===== config.mk =====
export PLATFORM = sky130hd
export DESIGN_NAME = double_dabble_seq
export DESIGN_NICKNAME = d
export VERILOG_FILES = /design/src/rtl/dd_pkg.sv /design/src/rtl/dd_add3.sv /design/src/rtl/double_dabble_seq.sv
export SDC_FILE = /design/constraint.sdc
export NUM_CORES = 1
export LEC_CHECK = 0
export CELL_PAD_IN_SITES_DETAIL_PLACEMENT = 1
export CELL_PAD_IN_SITES_GLOBAL_PLACEMENT = 1
export CORE_MARGIN = 5
export CORE_UTILIZATION = 40
export CTS_CLUSTER_SIZE = 16
export DETAILED_ROUTE_END_ITERATION = 8
export GPL_ROUTABILITY_DRIVEN = 0
export GPL_TIMING_DRIVEN = 0
export HOLD_SLACK_MARGIN = 0.03
export PLACE_DENSITY_LB_ADDON = 0.25
export SLEW_MARGIN = 20
export SYNTH_ARGS = -nofsm -noshare
export SYNTH_HDL_FRONTEND = slang
export SYNTH_SLANG_ARGS = --single-unit

===== constraint.sdc =====
create_clock -name clk -period 3 [get_ports clk]
set_input_delay 0.6 -clock clk [delete_from_list [all_inputs] [get_ports clk]]
set_output_delay 0.6 -clock clk [all_outputs]
set_load 0.005 [all_outputs]

===== src/rtl/dd_pkg.sv =====
// Shared definitions for the sequential double-dabble binary-to-BCD converter.
package dd_pkg;

    typedef enum logic [1:0] {
        IDLE = 2'd0,
        CONV = 2'd1,
        DONE = 2'd2
    } state_e;

    localparam logic [3:0] BCD_ADJ_THRESH = 4'd5;
    localparam logic [3:0] BCD_ADJ_ADD    = 4'd3;

    // Bits needed to hold values 0..value-1.
    function automatic int clog2(input int value);
        int result;
        result = 0;
        for (int v = value - 1; v > 0; v = v >> 1) begin
            result++;
        end
        return result;
    endfunction

endpackage


===== src/rtl/dd_add3.sv =====
// Combinational BCD digit cell: adds 3 to a digit of 5 or more before it is doubled.
module dd_add3
    import dd_pkg::*;
(
    input  logic [3:0] digit_i,
    output logic [3:0] digit_o
);

    // Input is at most 9, so the 4-bit sum never carries out.
    assign digit_o = (digit_i >= BCD_ADJ_THRESH) ? digit_i + BCD_ADJ_ADD : digit_i;

endmodule


===== src/rtl/double_dabble_seq.sv =====
// Sequential binary-to-BCD converter, one shift-and-add-3 iteration per clock.
module double_dabble_seq
    import dd_pkg::*;
#(
    parameter int WIDTH  = 8,
    parameter int DIGITS = 3
) (
    input  logic                  clk,
    input  logic                  rst,
    input  logic                  start,
    input  logic [WIDTH-1:0]      bin,
    output logic                  busy,
    output logic                  done,
    output logic [4*DIGITS-1:0]   bcd,
    output logic                  overflow
);

    localparam int SW = 4 * DIGITS;
    localparam int CW = clog2(WIDTH + 1);

    state_e           state_q;
    logic [WIDTH-1:0] bin_q;
    logic [SW-1:0]    scratch_q;
    logic             ovf_scratch_q;
    logic [CW-1:0]    count_q;
    logic             busy_q;
    logic             done_q;
    logic [SW-1:0]    bcd_q;
    logic             overflow_q;

    logic [SW-1:0]       adj;
    logic [SW+WIDTH:0]   shift_d;
    logic [SW-1:0]       scratch_d;
    logic [WIDTH-1:0]    bin_d;
    logic                ovf_d;

    for (genvar g = 0; g < DIGITS; g++) begin : g_adj
        dd_add3 u_add3 (
            .digit_i (scratch_q[4*g +: 4]),
            .digit_o (adj[4*g +: 4])
        );
    end

    // The extra top bit of the shift is the carry out of the most significant digit.
    assign shift_d   = {adj, bin_q, 1'b0};
    assign scratch_d = shift_d[SW+WIDTH-1:WIDTH];
    assign bin_d     = shift_d[WIDTH-1:0];
    assign ovf_d     = ovf_scratch_q | shift_d[SW+WIDTH];

    // NOTE: every register, scratch included, clears on rst so an aborted conversion leaves nothing behind.
    always_ff @(posedge clk or posedge rst) begin
        if (rst) begin
            state_q       <= IDLE;
            bin_q         <= '0;
            scratch_q     <= '0;
            ovf_scratch_q <= 1'b0;
            count_q       <= '0;
            busy_q        <= 1'b0;
            done_q        <= 1'b0;
            bcd_q         <= '0;
            overflow_q    <= 1'b0;
        end else begin
            // NOTE: non-blocking assignments keep every register reading pre-edge values.
            case (state_q)
                IDLE, DONE: begin
                    done_q <= 1'b0;
                    if (start) begin
                        bin_q         <= bin;
                        scratch_q     <= '0;
                        ovf_scratch_q <= 1'b0;
                        count_q       <= CW'(WIDTH);
                        busy_q        <= 1'b1;
                        state_q       <= CONV;
                    end else begin
                        state_q <= IDLE;
                    end
                end
                CONV: begin
                    scratch_q     <= scratch_d;
                    bin_q         <= bin_d;
                    ovf_scratch_q <= ovf_d;
                    count_q       <= count_q - 1'b1;
                    if (count_q == CW'(1)) begin
                        bcd_q      <= scratch_d;
                        overflow_q <= ovf_d;
                        done_q     <= 1'b1;
                        busy_q     <= 1'b0;
                        state_q    <= DONE;
                    end
                end
                default: state_q <= IDLE;
            endcase
        end
    end

    assign busy     = busy_q;
    assign done     = done_q;
    assign bcd      = bcd_q;
    assign overflow = overflow_q;

endmodule

## Yosys cells after proc, flatten, opt, wreduce, memory -nomap -nowiden

Index checks and enable logic that the tools add are counted.

| word-level totals | value |
|---|---|
| flip-flop bits (word level) | 42 |
| input port bits | 11 |
| output and inout bits | 15 |
| word-level logic and storage cells | 48 |

| cells by class | value |
|---|---|
| add/sub/neg operators | 4 |
| $lt $le $gt $ge | 3 |
| equal/unequal tests | 5 |
| multiplexer cells | 19 |
| bitwise logic cells | 1 |
| reductions and logical operators | 7 |

Operator list:

| operator | number |
|---|---|
| $pmux 12 s2 | 1 |
| $mux 4 | 4 |
| $pmux 8 s2 | 1 |
| $add 4x2->4 const B | 3 |
| $ge 4x3->1 const B | 3 |
| $mux 12 | 1 |
| $mux 8 | 1 |
| $pmux 4 s2 | 1 |
| $pmux 1 s2 | 3 |
| $reduce_and 2->1 | 3 |
| $mux 1 | 5 |
| $eq 4x1->1 const B | 1 |
| $ne 2x2->1 const B | 2 |
| $pmux 2 s2 | 1 |
| $sub 4x1->4 const B | 1 |
| $reduce_and 3->1 | 1 |
| $eq 2x1->1 const B | 1 |
| $eq 2x2->1 const B | 1 |
| $logic_not 2->1 | 1 |
| $mux 2 | 1 |
| $reduce_bool 2->1 | 1 |
| $reduce_or 2->1 | 1 |
| $or 1x1->1 | 1 |

## Longest topological paths before layout

| logic depth | value |
|---|---|
| depth after elaboration | 4 |
| depth in mapped cells | 7 |
| gate-level depth less buffers | 7 |

## Hierarchy

A second synthesis with hierarchy kept.

| second synthesis, totals | value |
|---|---|
| cells, all modules | 175 |
| area total of the unflattened synthesis | 1990.7 µm² |

Modules (own cells, without submodules):

| module | instances | cells an instance | area an instance (µm²) | seq. area each (µm²) |
|---|---|---|---|---|
| double_dabble_seq | 1 | 127 | 1686.6 | 1051.0 |
| dd_add3 | 3 | 16 | 101.3 | 0.0 |

## Worst setup path after synthesis

Ideal clock, no wire load.

| path | value |
|---|---|
| path type | reg-to-reg |
| start point | register count_q[1] |
| end point | register bcd_q[2], in the netlist bcd[2] |
| library setup time | 125 ps |
| arrival | 1330 ps |
| required time | 2875 ps |
| slack | 1545 ps |
| cell stages (with the launch flop) | 7 |
| path buffers | 0 |
| clock period less this slack | 1455 ps |
| path through | dfrtp_1 inv_1 ha_1 nor3b_2 nand2_4 inv_4 mux2_2 |

| on the way | value |
|---|---|
| cells in the longest elaborated chain, start to end | 2 |

RTL lines:

| element | RTL line | source |
|---|---|---|
| start: declaration | double_dabble_seq.sv:25 | `logic [CW-1:0] count_q;` |
| start signal: assignment | double_dabble_seq.sv:71 | `count_q <= CW'(WIDTH);` |
| start signal: assignment | double_dabble_seq.sv:82 | `count_q <= count_q - 1'b1;` |
| $eq 4x1->1 | double_dabble_seq.sv:83 | `if (count_q == CW'(1)) begin` |
| $reduce_and 2->1 (no source line) | n/a |  |
| end signal: assignment | double_dabble_seq.sv:84 | `bcd_q <= scratch_d;` |
| end: declaration | double_dabble_seq.sv:28 | `logic [SW-1:0] bcd_q;` |

No other way between the ends.
A chain may end at the register's enable or synchronous reset.

## Worst setup path after layout

| path | value |
|---|---|
| start point | input port start |
| end point | register scratch_q[7] |

| on the way | value |
|---|---|
| cells in the longest elaborated chain, start to end | 2 |

RTL lines:

| element | RTL line | source |
|---|---|---|
| start: declaration | double_dabble_seq.sv:10 | `input logic start,` |
| $ne 2x2->1 (no source line) | n/a |  |
| $reduce_and 2->1 (no source line) | n/a |  |
| end signal: assignment | double_dabble_seq.sv:79 | `scratch_q <= scratch_d;` |
| end: declaration | double_dabble_seq.sv:23 | `logic [SW-1:0] scratch_q;` |

No other way between the ends.

==> key figures <==
Synthesis
  • Async set or reset register ratio after synthesis: 100%
  • Synth area leader: dfrtp_1
  • Ys flop type: dfrtp_1
  • Post-Syn Area: 2000 µm²
  • EDFF count, synth: 0
  • Mean Syn Cell Area: 10.8 µm²
  • Ys Warns: 0
  • Leading cell types by count after synthesis: 42 x dfrtp_1, 36 x nand2_1, 11 x o21ai_0, 9 x inv_1
  • Count leader, synth: dfrtp_1
  • Yosys top cell area share: between 50 and 60%
  • Synthesized flop and latch total: 42
  • Synth cell types: 37
  • Post-Syn Instances: 185
  • Synth area leaders: dfrtp_1 53%, nand2_1 6.8%, ha_1 5.0%, mux2_4 3.0%, o21ai_0 2.8%
  • Post-Synthesis Net Count: 204
  • Post-synthesis sequential area ratio: 52.7%

Timing
  • Final Max Slew Viols: 0
  • Worst-margin pin slew: a little under 500 ps
  • Max Clk Rate: around 560 MHz
  • Clock skew: 4.10 ps
  • Hold Fails Final Rpt: 0
  • Hold WS: 484 ps
  • Rel. slew slack: about two thirds
  • Min Tclk post-route: 1800 ps
  • Share of the clock period used by the worst path: about 60%
  • RSZ-0062 raised after global routing: false
  • Final WS setup: about 1200 ps
  • Final Setup Violations: 0
  • Setup_tns: 0 ps

CTS
  • CTS tree: done
  • Root buf cell: clkbuf_8
  • Clock Sinks: 42
  • Post-CTS Hold Fix Bufs: 0
  • Clk Latency, worst-skew pair: 290 ps
  • Clk buf depth: 2
  • Inserted Clock Buffers: 5
  • CTS HTree Levels: 2
  • Post-CTS setup buffer count: 0
  • Clk pin slew, worst setup/hold paths: 70 ps
  • Post-CTS resize count: 0

Routing
  • Via-to-Cell Ratio: 5.16
  • First-iteration detailed-routing DRC count: 80
  • 1st-pass router iterations: 4
  • DRC: 0
  • Via Count: between 1,000 and 1,500
  • Final wirelength: 4530 µm
  • Detail Route Antenna Nets: 0
  • Wire per inst: 15.9 µm

Setup path
  • Worst Path Required: 3170 ps
  • Slowest-stage cell, CP: clkdlybuf4s50_1
  • Crit path buffers/inverters: 3
  • CP startpoint kind: input pin
  • CP cell instances: clkdlybuf4s50_1 > nor2b_1 > buf_4 > nor2_4 > buf_4 > o21ai_0 > nand2_1
  • WP data arrival: 1970 ps
  • Slowest stage delay, CP: 490 ps
  • CP most frequent cell: buf_4
  • RR Startpoint: count_q[1]
  • Critical path class: in2reg
  • Delay-heaviest family, CP: buffers and inverters
  • Crit Path Max Fanout: 10
  • Worst setup path start: start
  • Endpoint class of the critical path: flip-flop

Placement
  • Number of port buffers: 25
  • Dpl hpwl: between 3000 and 4000 µm
  • Pre-CTS WS: 885 ps
  • Dpl cell area: 2360 µm²
  • Dpl cells: 278

Floorplan
  • Die boundary height: just over 80 µm
  • Placeable Area: 4790 µm²
  • Die Wd: ~81 µm
  • Starting density of the core: 41.7%
  • Num rows: 25
  • Die area: 6500 µm²
  • I/O pin cnt: 26

GRT
  • Vias in the first global route: 1,598
  • Initial antenna violation count: 0
  • Largest net degree at the start of global routing: 23
  • First-pass GRT wire length: 7850 µm
  • GRT overflow: 0
  • GRT Util Overall: 16.3%

Layout
  • Share of cells above drive strength 1: 14.3%
  • Layout Area Growth over Synthesis: 22.3%
  • Fill cells: 539
  • Fin area: 2440 µm²
  • Final std cells w/o fill: 284
  • Nets: roughly 240
  • Fin util: about half
  • Antenna Cells: 0

Power
  • Total power: 2.63 mW
  • Leakage power: about 1.1 nW
  • Max rail drop VDD: 0.000521 V
  • Pwr Density: 1080 nW/µm²

Flow run
  • Max-cap check violation count: 0

Worst hold path
  • Worst hold path class: reg2reg
  • Hold path startpoint: bin_q[1]

Run status
  • Status: finished, final reports clean
[layout by cell type (no fill, tap or decap), types with 4 or more instances in the layout]
cell type and instances:
mux2_4 4, clkbuf_8 6, a22oi_1 7, inv_1 8, a22o_1 6, nor3b_1 5, clkdlybuf4s50_1 25, o21ai_0 11
dfrtp_1 42, nand2_1 36, ha_1 8, a21oi_1 6, o21ai_1 8
[state kept, by name, summed over array words and instances, names as in the netlist]
register / count
overflow: 1
bin_q: 8
busy: 1
state_q: 2
scratch_q: 12
ovf_scratch_q: 1
count_q: 4
bcd: 12
done: 1
[layout make-up]
class	instances	area [µm²]	area share, %
repair buffers	26	278	11.4
flip-flops and latches	42	1050	43.1
multi-input cells	126	853	35.0
inverters	10	40.0	1.64
plain buffers	7	51.3	2.10
well taps	67	83.8	3.44
clock buffers	6	82.6	3.38
[per-layer routing]
metal / up-vias / global-route usage [%] / part of all wire [%]
met3: 7 / 3.48 / 2.8
met2: 23 / 27.3 / 50
met4: 0 / 6.93 / 2.1
met1: 738 / 20.1 / 45
met5: - / 0 / 0
li1: 698 / - / -
[cells by family (layout without fill, tap and decap cells)]
group,Yosys count,after routing,share of synthesized area [%]
muxes,8,8,5.08
adders and majority gates,8,8,5.02
AOI/OAI and AO/OA,47,47,16.1
xor gates and xnor gates,3,3,1.32
DFF,42,42,52.7
buffers and inverters,17,49,4.58
and+or+nand+nor,60,60,15.2
[final timing paths]
check,depth (start not counted),end,slack (ps)
max,7,scratch_q[7],1200
max reg2reg,6,bcd[2],1370
min in group asynchronous,2,scratch_q[3],650
min,2,bin_q[1],480
max in group asynchronous,3,bcd[11],1870
min reg2reg,2,bin_q[1],480
[where the power goes]
part / switching [mW] / total (mW) / internal (mW)
Clock: 0.178 / 0.355 / 0.178
Sequential: 0.208 / 1.02 / 0.816
Combinational: 0.622 / 1.25 / 0.633
Total: 1.01 / 2.63 / 1.63
[worst min-delay path, cell delays in order (launching register included)]
cell     delay, ps
dfrtp_1        350
nand2_1         50
nand2_1         60
(Power assumes the default switching activity.)
